File: config.mk
export PLATFORM = sky130hd
export DESIGN_NAME = sine_phase_gen
export DESIGN_NICKNAME = d
export VERILOG_FILES = /design/src/rtl/sine_phase_gen.sv
export SDC_FILE = /design/constraint.sdc
export NUM_CORES = 1
export LEC_CHECK = 0
export ABC_AREA = 1
export CAP_MARGIN = 20
export CORE_MARGIN = 1
export CORE_UTILIZATION = 50
export CTS_CLUSTER_SIZE = 25
export DETAILED_ROUTE_END_ITERATION = 8
export GPL_ROUTABILITY_DRIVEN = 1
export PLACE_DENSITY = 0.69
export SLEW_MARGIN = 20
export SYNTH_ARGS = -nofsm -noshare
export SYNTH_HDL_FRONTEND = slang
export SYNTH_SLANG_ARGS = --single-unit
File: constraint.sdc
create_clock -name i_clk -period 3.55 [get_ports i_clk]
set_input_delay 0.355 -clock i_clk [delete_from_list [all_inputs] [get_ports i_clk]]
set_output_delay 0.355 -clock i_clk [all_outputs]
set_load 0.01 [all_outputs]
File: src/rtl/sine_phase_gen.sv
// Phase-accumulator front end for the sine LUT: produces a registered table address
// and a per-sample valid strobe, with tuning-word changes deferred to accumulator wraps.
module sine_phase_gen #(
   parameter int ACC_W  = 32,
   parameter int ADDR_W = 10,
   parameter int DIV_W  = 16
) (
   input  logic              i_clk,
   input  logic              i_rst,
   input  logic              i_en,
   input  logic [ACC_W-1:0]  i_ftw,
   input  logic              i_ftw_wr,
   input  logic [ADDR_W-1:0] i_phase_ofs,
   input  logic [DIV_W-1:0]  i_div,
   output logic [ADDR_W-1:0] o_addr,
   output logic              o_valid,
   output logic              o_wrap,
   output logic              o_ftw_pend
);

   localparam logic [DIV_W-1:0] DIV_ONE = DIV_W'(1);

   logic [ACC_W-1:0]  acc_q,        acc_d;
   logic [ACC_W-1:0]  ftw_act_q,    ftw_act_d;
   logic [ACC_W-1:0]  ftw_shadow_q, ftw_shadow_d;
   logic [DIV_W-1:0]  div_cnt_q,    div_cnt_d;
   logic [ADDR_W-1:0] addr_q,       addr_d;
   logic              valid_q,      valid_d;
   logic              wrap_q,       wrap_d;
   logic              pend_q,       pend_d;

   logic              tick;
   logic [ACC_W:0]    acc_sum;
   logic              carry;
   logic              xfer_ok;

   always_comb begin
      // NOTE: every next-state signal takes its held value first, so no path can infer a latch.
      acc_d        = acc_q;
      ftw_act_d    = ftw_act_q;
      ftw_shadow_d = ftw_shadow_q;
      div_cnt_d    = div_cnt_q;
      addr_d       = addr_q;
      valid_d      = 1'b0;
      wrap_d       = 1'b0;
      pend_d       = pend_q;

      tick    = i_en && (div_cnt_q >= i_div);
      acc_sum = {1'b0, acc_q} + {1'b0, ftw_act_q};
      carry   = acc_sum[ACC_W];
      // Swapping the step only at a wrap (or from standstill) keeps the waveform phase-continuous.
      xfer_ok = tick && pend_q && (carry || (ftw_act_q == '0));

      if (i_en) begin
         div_cnt_d = tick ? '0 : div_cnt_q + DIV_ONE;
      end

      if (tick) begin
         acc_d   = acc_sum[ACC_W-1:0];
         addr_d  = acc_sum[ACC_W-1 -: ADDR_W] + i_phase_ofs;
         valid_d = 1'b1;
         wrap_d  = carry;
      end

      // A write landing on an eligible tick wins; the new word waits for the next eligible tick.
      if (i_ftw_wr) begin
         ftw_shadow_d = i_ftw;
         pend_d       = 1'b1;
      end else if (xfer_ok) begin
         ftw_act_d = ftw_shadow_q;
         pend_d    = 1'b0;
      end
   end

   // NOTE: sequential state uses non-blocking assignments so all registers update from the same pre-edge values.
   always_ff @(posedge i_clk) begin
      if (i_rst) begin
         acc_q        <= '0;
         ftw_act_q    <= '0;
         ftw_shadow_q <= '0;
         div_cnt_q    <= '0;
         addr_q       <= '0;
         valid_q      <= 1'b0;
         wrap_q       <= 1'b0;
         pend_q       <= 1'b0;
      end else begin
         acc_q        <= acc_d;
         ftw_act_q    <= ftw_act_d;
         ftw_shadow_q <= ftw_shadow_d;
         div_cnt_q    <= div_cnt_d;
         addr_q       <= addr_d;
         valid_q      <= valid_d;
         wrap_q       <= wrap_d;
         pend_q       <= pend_d;
      end
   end

   assign o_addr     = addr_q;
   assign o_valid    = valid_q;
   assign o_wrap     = wrap_q;
   assign o_ftw_pend = pend_q;

endmodule

* Word level (Yosys, flattened, before mapping)
Index checks and enable logic that the tools add are counted.
Widths: inputs -> output; s select.
** Cells by class
- $add $sub $neg :: 3
- Order comparisons :: 1
- Muxes and demuxes :: 4
- Bitwise logic cells :: 2
- Reductions and logical operators :: 8
** Operators by type and width (number)
- $add 32x32->33 :: 1
- $logic_not 32->1 :: 1
- $add 16x1->16 const B :: 1
- $ge 16x16->1 :: 1
- $mux 16 :: 1
- $add 10x10->10 :: 1
- $logic_and 1x1->1 :: 3
- $mux 1 :: 3
- $not 1->1 :: 2
- $reduce_and 2->1 :: 1
- $reduce_bool 2->1 :: 1
- $reduce_or 2->1 :: 1
- $logic_or 1x1->1 :: 1
** Storage, ports and cells
- Bits in registers :: 125
- Output and inout bits :: 13

* Logic depth before layout (Yosys ltp)
Gate-level depths: netlist of the first run.
- Word-level depth :: 6
- Gate-level depth with buffers :: 22

* Worst setup path before layout of the first run
No wires, ideal clock.
- Path kind :: reg-to-reg
- Start point :: register acc_q[0]
- End point :: register addr_q[6] (netlist: o_addr[6])
- Setup time :: 0.069 ns
- Data arrival time :: 3.046 ns
- Path slack :: 0.435 ns
- Cell stages (with the launch flop) :: 19
- Period minus slack after synthesis :: 3.115 ns
- Cell sequence :: dfxtp_1 ha_1 inv_1 fa_1 o21ai_2 nand3_1 nand2_1 nand3_1 nand3_1 xnor2_1 inv_1 ha_1 fa_1 a21oi_1 o21bai_1 a21oi_1 o21ai_0 xor2_1 o21ai_1
** On the way
- Cells in the longest elaborated chain, start to end :: 2
** RTL lines
- from (decl) :: line 23 : logic [ACC_W-1:0] acc_q, acc_d;
- from (signal assigned) :: line 78 : acc_q <= '0;
- from (signal assigned) :: line 87 : acc_q <= acc_d;
- $add 32x32->33 :: line 49 : acc_sum = {1'b0, acc_q} + {1'b0, ftw_act_q};
- net acc_sum[22] :: line 33 : logic [ACC_W:0] acc_sum;
- $add 10x10->10 :: line 60 : addr_d = acc_sum[ACC_W-1 -: ADDR_W] + i_phase_ofs;
- to (signal assigned) :: line 91 : addr_q <= addr_d;
- to (decl) :: line 27 : logic [ADDR_W-1:0] addr_q, addr_d;
The timed path passes the listed nets, and every way through them passes these cells.
A chain may end at the register's enable or synchronous reset.

* Worst setup path in the final report of the first run
Same ends and word-level chain as after synthesis.

==> flow_summary.toml, run 1 <==
[status]
status = "finished clean"

[global_route]
grt_max_degree = 69
grt_pass1_vias = 5994
grt_pass1_wl_um = 27600
grt_overflow_total = 0
antenna_found_initial = 0
grt_usage = 0.233

[logic_synthesis]
synth_area_um2 = 7400
synth_cells = 1052
syn_avg_cell_area_um2 = 7.04
yosys_register_bits = 125
yosys_warnings = 0
ys.flop_type = "dfxtp_1"
synth_cell_type_count = 44
synth_top_area_share = 0.338
ys_seq_area_frac = 0.338
synth_commonest_cells = "240 x nand2_1, 125 x dfxtp_1, 119 x inv_1"
synth_top_cell_by_area = "dfxtp_1"
ys_top_cells_by_area = "dfxtp_1 34%, nand2_1 12%, ha_1 9.8%"
synth_async_sr_flop_share = 0
synth_most_common_cell = "nand2_1"
syn-num-nets = 1174
synth_edf_count = 0

[critical_path]
cp.arrival_ps = 3570
setup.worst_path.end_class = "flop"
required_ps = 3850
r2r_slack_ps = 280
max_stage_delay_ps = 420
crit_top_cell = "nand2_1"
worst_path_max_delay_cell = "fa_1"
criticalPathCategory = "flop to flop"
path_delay_family = "compound AO/OA/AOI/OAI gates"
worstPathCellList = "ha_1, inv_1, fa_1, o21ai_2, nand2_1, nand2_2, nand2_2, a21oi_4, nand2_1, nand2_1, nand2_1, nand2_1, inv_1, ha_2, a21oi_2, o21bai_1, a21oi_1, o21ai_0, xor2_1, o21ai_1"
crit_buf_inv = 2
start_kind = "flop"
crit_fanout = 5

[sta]
setup-tns-final_ps = 0
slew-limit-headroom = 0.581
max_freq_mhz = 306
finalHoldViolations = 0
setup_viol = 0
period_share = 0.921
rsz0062_at_grt = "no"
skew_ps = 6.41
min_period_ps = 3270
worstMarginPinSlew_ps = 628
drv_slew = 0

[clock_network]
root_buffer = "clkbuf_16"
cts_htree_levels = 4
clock-sinks = 125
clk_pin_slew_ps = 60
cts_buffers = 17
clk_latency_ps = 420
hold_buffers = 0
clk_path_buf_depth = 2
cts_tree = "yes"

[die]
die_w_um = 124
die_area_um2 = 15300
core_um2 = 14500
num_io_pins = 75
fp.dieH_um = 124
num_rows = 44
initial_core_util = 0.511

[finish]
antenna_cells = 0
area_delta_synth_final_pct = 21.5
drive_gt1_frac = 0.0921
layout.nets = 1249
fin_area_um2 = 8990

[route]
ant_nets = 0
dr.first_iter.drc_count = 313
viasPerCell = 5.04
wl_met1_um = 8310
drcViolationCount = 0
wl_met2_um = 7300
vias = 6670
met3_length_um = 789
postRouteWirelength_um = 16600
dr.pass1.iters = 5
wl_per_cell_um = 12.6
top_layer = "met4"

[place]
dp_hpwl_um = 12500
place_area_um2 = 8300
gp_congestion = 0.937
port_buffers = 74

[flow_run]
maxCapViolCount = 0

[power]
powerDensity_nw_per_um2 = 396
power_leakage_nw = 4.07
ir_drop_v = 0.000300

[worst_hold_path]
hold_path.class = "flop to flop"
per-stage QoR:
stage          cells  power [W]  hold WS, ps  setup WS (ps)  utilization
2_1_floorplan   1052    0.00157          430            435            -
3_3_place_gp    1291    0.00166          437            232        0.573
3_5_place_dp    1291    0.00166          446            131        0.573
4_1_cts         1323    0.00359          457            103        0.619
5_1_grt         1324    0.00369          470           4.05        0.621
6_report        1324    0.00356          455            282        0.621
layer usage:
metal / track usage / vias to the layer above
li1: - / 3609
met1: 0.312 / 2917
met2: 0.370 / 123
met3: 0.0508 / 21
met4: 0.0776 / 0
met5: 0 / -
worst min-delay path, cell delays in order (launching register included):
cell     delay, ps
dfxtp_1        320
nand2_1         50
o21ai_0         50
sequential cells by signal, summed over array words and instances (netlist names):
signal / cells
ftw_shadow_q: 32
o_ftw_pend: 1
acc_q: 32
o_wrap: 1
ftw_act_q: 32
o_addr: 10
o_valid: 1
div_cnt_q: 16
where the power goes:
group / switching (W) / internal (W) / total [W]
clock network: 0.000660 / 0.00127 / 0.00193
registers: 0.00000911 / 0.00143 / 0.00144
logic: 0.0000951 / 0.0000997 / 0.000195
final cells by class:
type / count / area [µm²]
Clock buffer: 19 / 443
Clock inverter: 13 / 213
Fill cell: 1360 / 5490
Inverter: 121 / 462
Multi-Input combinational cell: 777 / 4310
Sequential cell: 125 / 2500
Tap cell: 184 / 230
Timing Repair Buffer: 85 / 836
cell usage in the layout, fill, tap and decap left out, types with 4 or more instances in the layout:
master	synthesis	layout
nand2_1	240	240
clkdlybuf4s50_1	0	74
nor2_2	39	39
bufinv_16	0	5
nand4_1	5	5
nor2_1	100	100
dfxtp_1	125	125
o21bai_1	11	11
o21ai_1	5	6
nor3_1	12	11
nand3_1	63	62
xor2_1	13	13
o21ai_0	71	70
nand2_2	4	4
nor4_1	11	10
a21oi_1	81	79
nor3b_1	4	4
buf_4	1	10
clkbuf_16	0	17
ha_1	58	57
a21o_1	6	6
a31oi_1	7	7
inv_1	119	119
xnor2_1	19	19
cell families after synthesis:
logic type / count (synthesis) / share of synthesized area
fa+ha+maj: 60 / 0.103
buf+inv: 150 / 0.0841
simple gates: 490 / 0.291
compound gates: 195 / 0.145
flops: 125 / 0.338
xor+xnor: 32 / 0.0379
final timing paths:
kind	from	endpoint	depth (start not counted)
setup reg to reg	acc_q[0]	o_addr[6]	20
hold / removal	o_addr[5]	o_addr[5]	2
setup / recovery	acc_q[0]	o_addr[6]	20
hold reg to reg	o_addr[5]	o_addr[5]	2
repair_timing:
item                                    CTS  global route
endpoints found under the setup margin    0             3
gates resized for setup                   0             8
setup buffers                             0             1
No activity file was read; power rests on OpenSTA's default activity.
==> run 2: changes to the inputs <==
--- a/config.mk
+++ b/config.mk
@@ -8,11 +8,13 @@
 export ABC_AREA = 1
 export CAP_MARGIN = 20
+export CELL_PAD_IN_SITES_DETAIL_PLACEMENT = 0
+export CELL_PAD_IN_SITES_GLOBAL_PLACEMENT = 1
 export CORE_MARGIN = 1
-export CORE_UTILIZATION = 50
+export CORE_UTILIZATION = 42
 export CTS_CLUSTER_SIZE = 25
 export DETAILED_ROUTE_END_ITERATION = 8
 export GPL_ROUTABILITY_DRIVEN = 1
-export PLACE_DENSITY = 0.69
-export SLEW_MARGIN = 20
+export PLACE_DENSITY = 0.78
+export SLEW_MARGIN = 5
 export SYNTH_ARGS = -nofsm -noshare
 export SYNTH_HDL_FRONTEND = slang
==> constraint.sdc (replaced) <==
create_clock -name i_clk -period 3.55 [get_ports i_clk]
set_input_delay 0.355 -clock i_clk [delete_from_list [all_inputs] [get_ports i_clk]]
set_output_delay 0.355 -clock i_clk [all_outputs]
set_load 0.1 [all_outputs]
==> run 2 against run 1 <==
  * Via count fell by 0.70%
  * First-iteration DRC count is 15% lower
  * Non-clock buffer count is 3 higher
  * Worst setup slack gained 15 ps
  * Clock power decreased by 7%
  * Largest cell class unchanged
  * Sequential share of layout area is essentially flat
==> flow_summary.toml, run 2 (same netlist as run 1, synthesis figures left out) <==
[sta]
period_share = 0.916
max_freq_mhz = 307
worstMarginPinSlew_ps = 988
skew_ps = 14.6
slew-limit-headroom = 0.339
drv_slew = 0
setup_viol = 0
rsz0062_at_grt = "no"
setup-tns-final_ps = 0
finalHoldViolations = 0
min_period_ps = 3250

[power]
ir_drop_v = 0.000317
power_leakage_nw = 4.06
finalPower_w = 0.00344
powerDensity_nw_per_um2 = 382

[place]
dp_hpwl_um = 13200
gp_congestion = 0.888
port_buffers = 74
dp.cells = 1334

[finish]
antenna_cells = 0
drive_gt1_frac = 0.0927
reg.largest.list = "acc_q (32), ftw_act_q (32), ftw_shadow_q (32)"
final_common_cell = "nand2_1"
area_delta_synth_final_pct = 21.6
layout.nets = 1252
finalNonFillerCells = 1368
most-common-layout-cells = "240 x nand2_1, 125 x dfxtp_1, 118 x inv_1, 100 x nor2_1, 80 x a21oi_1"

[global_route]
grt_overflow_total = 0
grt_max_degree = 69
antenna_found_initial = 0
grt_pass1_vias = 6251
grt_usage = 0.203
grt_pass1_wl_um = 29300

[clock_network]
root_buffer = "clkbuf_16"
clock-sinks = 125
clk_pin_slew_ps = 60
cts_htree_levels = 4
clk_latency_ps = 420
cts_buffers = 17
clk_path_buf_depth = 2
cts_tree = "yes"

[critical_path]
max_stage_delay_ps = 410
worstPathCellList = "ha_1, inv_1, fa_1, o21ai_2, nand3_1, nand2_1, nand3_1, nand3_2, xnor2_1, inv_1, ha_2, fa_1, a21oi_1, o21bai_2, a21oi_1, o21ai_0, xor2_1, o21ai_1"
r2r-start = "acc_q[0]"
start_kind = "flop"
setup.worst_path.end_class = "flop"
required_ps = 3900
path_delay_family = "adder cells"
path_depth = 18
crit_end = "o_addr[6]"
r2r_slack_ps = 300
cp.arrival_ps = 3600
crit_fanout = 4
criticalPathCategory = "flop to flop"
reg2reg_depth = 18
startpoint = "acc_q[0]"
crit_buf_inv = 2
r2r-end = "o_addr[6]"
worst_path_max_delay_cell = "fa_1"

[worst_hold_path]
worstHoldStart = "o_addr[9]"
hold_path.class = "flop to flop"

[route]
drcViolationCount = 0
ant_nets = 0
dr.first_iter.drc_count = 267
postRouteWirelength_um = 17400
viasPerCell = 4.84
wl_per_cell_um = 12.7
dr.pass1.iters = 5
vias = 6623

[die]
die_area_um2 = 18200
die_w_um = 135
core_um2 = 17200
fp.dieH_um = 135
num_rows = 48
initial_core_util = 0.430
num_io_pins = 75

[status]
status = "finished clean"

[flow_run]
maxCapViolCount = 0
[run 2: per-layer routing]
layer / share of wire / GRT usage
met1: 0.52 / 0.277
met2: 0.42 / 0.324
met3: 0.041 / 0.0360
met4: 0.015 / 0.0674
met5: 0 / 0
[run 2: cell type report]
type	instances	area (µm²)
tap	225	282
inverter	121	462
multi-input combinational	777	4300
fill	1707	8240
sequential	125	2500
clock buffer	20	447
clock inverter	12	161
timing repair buffer	88	846
[run 2: how the worst min path moves through the flow]
stage | endpoint | slack, ps | depth (start not counted)
final | o_addr[9] | 460 | 2
after global routing | ftw_shadow_q[26] | 470 | 2
after CTS | ftw_shadow_q[22] | 460 | 2
after detailed placement | o_addr[4] | 450 | 2
after global placement | o_addr[9] | 440 | 2
after floorplan | ftw_shadow_q[11] | 430 | 2
[run 2: per-stage QoR]
stage	setup slack [ps]	instance area, µm²	utilization	hold slack, ps
2_1_floorplan	435	7400	-	430
3_3_place_gp	204	8360	0.485	438
3_5_place_dp	137	8360	0.485	447
4_1_cts	111	8960	0.520	457
5_1_grt	6.14	9000	0.522	474
6_report	296	9000	0.522	456
[run 2: where the power goes]
part	switching [W]	internal, W
registers	0.00000916	0.00143
logic	0.000101	0.0000983
clock network	0.000672	0.00113
[run 2: timing repair]
| action | 4_1_cts | 5_1_grt |
|---|---|---|
| setup buffers | 0 | 2 |
| hold buffers | 0 | 0 |
| setup endpoints to repair | 0 | 5 |
| endpoints found under the hold margin | 0 | 0 |
| gates resized for setup | 0 | 6 |
[run 2: tightest hold or removal path, stage by stage (launching register included)]
cell and delay (ps):
dfxtp_1 310, nand2_1 60, nand2_1 40
==> run 3: changes to the inputs <==
Settings changed: ABC_AREA 1 to unset, CORE_MARGIN 1 to 4, CORE_UTILIZATION 42 to 43, PLACE_DENSITY 0.78 to 0.77.
==> run 3 against run 2 <==
  * The run now ends with setup timing left
  * Synthesized cell count down 25%
  * Clock power is essentially flat
  * Power shrank 0.55%
  * Worst setup slack got worse by 870 ps
  * Critical path depth is 1 higher
  * Register-to-register slack got worse by 870 ps
  * Non-clock buffer count increased by 112
  * Global-route usage fell by 0.096 points
  * Routed wire length is 2.4% higher
  * Sequential cell count stayed put
  * Critical path type unchanged
  * Largest cell class unchanged
  * Largest power group unchanged
  * Highest routed layer unchanged
==> flow_summary.toml, run 3 <==
[finish]
layout.nets = 1099
reg.largest.list = "acc_q (32), ftw_act_q (32), ftw_shadow_q (32)"
final_common_cell = "nor2_1"
fill_cells = 1354
drive_gt1_frac = 0.207
most-common-layout-cells = "160 x nor2_1, 119 x dfxtp_1, 110 x buf_4, 80 x mux2i_1, 72 x clkdlybuf4s50_1"
fin_area_um2 = 9740
antenna_cells = 0
area_delta_synth_final_pct = 40.7

[die]
fp.dieH_um = 135
core_um2 = 15800
die_w_um = 135
die_area_um2 = 18200
initial_core_util = 0.437
num_io_pins = 75
num_rows = 46

[sta]
postLayoutSetupSlackWorst_ps = -571
rsz0062_at_grt = "yes"
finalHoldViolations = 0
slew-limit-headroom = 0.332
skew_ps = 13.0
worstMarginPinSlew_ps = 998
setup-tns-final_ps = -4670
period_share = 1.16
drv_slew = 0
min_period_ps = 4120
max_freq_mhz = 243
setup_viol = 38

[clock_network]
cts_tree = "yes"
cts_htree_levels = 4
clk_pin_slew_ps = 60
clk_path_buf_depth = 2
root_buffer = "clkbuf_16"
clock-sinks = 125
clk_latency_ps = 420
cts_buffers = 17
hold_buffers = 0

[logic_synthesis]
yosys_warnings = 0
synth_edf_count = 0
synth_cells = 792
synth_cell_type_count = 56
synth_top_area_share = 0.362
ys.flop_type = "dfxtp_1"
synth_async_sr_flop_share = 0
synth_commonest_cells = "161 x nor2_1, 125 x dfxtp_1, 81 x mux2i_1"
syn_avg_cell_area_um2 = 8.74
synth_most_common_cell = "nor2_1"
ys_top_cells_by_area = "dfxtp_1 36%, mux2i_1 12%, ha_1 10%"
syn-num-nets = 914
yosys_register_bits = 125
synth_top_cell_by_area = "dfxtp_1"
synth_area_um2 = 6920
ys_seq_area_frac = 0.362

[route]
postRouteWirelength_um = 17800
ant_nets = 0
wl_per_cell_um = 14.8
vias = 6151
dr.first_iter.drc_count = 235
drcViolationCount = 0
dr.pass1.iters = 5
viasPerCell = 5.10

[critical_path]
required_ps = 3830
start_kind = "flop"
setup.worst_path.end_class = "flop"
cp.arrival_ps = 4400
criticalPathCategory = "flop to flop"
crit_fanout = 3

[place]
place_area_um2 = 8680
dp_hpwl_um = 12800
port_buffers = 74
gp_congestion = 0.890

[global_route]
grt_usage = 0.202
grt_pass1_vias = 6261
grt_max_degree = 67
antenna_found_initial = 0
grt_pass1_wl_um = 29800
grt_overflow_total = 0

[worst_hold_path]
hold_path.class = "input pin to flop"

[flow_run]
maxCapViolCount = 0

[power]
powerDensity_nw_per_um2 = 351
power_leakage_nw = 4.41
finalPower_w = 0.00342
ir_drop_v = 0.000314

[status]
violations = "setup timing"
status = "complete, but fails checks"
-- run 3: changes by cell type after synthesis, moves of 6 or more --
cell and delta:
nor3_1 -6, nand2_1 -203, buf_2 -6, nand3_1 -42, nor2_2 -39, o21ai_0 -55, a21o_1 +20, inv_1 -91
a21oi_1 -24, nor2_1 +61, o21bai_1 -7, xor2_1 +20, clkbuf_1 +10, mux2i_1 +81
-- run 3: power breakdown --
part	switching, W	internal [W]
sequential	0.0000176	0.00143
combinational	0.0000876	0.000107
clock	0.000667	0.00111
-- run 3: critical path: stages (launching register included) --
cell and delay (ps):
dfxtp_2 340, ha_4 240, a211o_1 280, a211o_1 320, a21oi_2 180, a21o_1 170
a311oi_2 120, a21o_1 200, a221o_1 330, xor2_2 210, ha_4 240, nand3_1 70
o211ai_1 120, o41a_1 370, a21o_1 180, a21oi_2 120, xor2_1 190, xnor2_1 100
mux2i_1 140, nor2_1 70
-- run 3: repair_timing --
item                       in CTS  in global routing
gates resized for setup        24                 18
setup endpoints to repair      38                 39
pin swaps                      27                 22
buffers inserted               18                  4
cloned                          3                  0
-- run 3: through the flow --
step,utilization,hold WS (ps),setup WS (ps),cells
6_report,0.615,408,-571,1206
5_1_grt,0.615,423,-754,1206
4_1_cts,0.608,393,-630,1204
3_5_place_dp,0.549,461,-750,1153
3_3_place_gp,0.549,457,-647,1153
2_1_floorplan,-,436,-416,792
-- run 3: per-layer routing --
layer | up-vias | GRT usage | wire length (µm)
met5 | - | 0 | 0
met4 | 0 | 0.0566 | 229
met3 | 15 | 0.0447 | 595
met2 | 97 | 0.362 | 8770
met1 | 2889 | 0.244 | 8220
li1 | 3150 | - | -
-- run 3: path summary, 6_finish.rpt --
check / start / end / slack (ps) / depth (start not counted)
max: ftw_act_q[1] / o_addr[9] / -570 / 19
min reg2reg: acc_q[21] / acc_q[21] / 480 / 2
min: i_ftw_wr / ftw_shadow_q[28] / 410 / 3
max reg2reg: ftw_act_q[1] / o_addr[9] / -570 / 19
-- run 3: kinds of logic (layout without fill, tap and decap cells) --
family / Yosys count / after routing / synth area share
flip-flops: 125 / 125 / 0.362
AND/OR/NAND/NOR: 264 / 264 / 0.164
AO/OA/AOI/OAI: 146 / 146 / 0.141
XOR/XNOR: 54 / 54 / 0.0683
buffers and inverters: 62 / 260 / 0.0371
adder cells (fa/ha/maj): 60 / 60 / 0.111
multiplexers: 81 / 81 / 0.117
-- run 3: final cells by class --
| cell class | instances | area, µm² | share of cell area |
|---|---|---|---|
| multi-input cells | 605 | 4410 | 0.453 |
| flip-flops and latches | 125 | 2510 | 0.258 |
| repair buffers | 200 | 1830 | 0.188 |
| clock buffers | 21 | 480 | 0.0493 |
| well taps | 216 | 270 | 0.0278 |
| clock inverters | 11 | 130 | 0.0134 |
| inverters | 28 | 105 | 0.0108 |
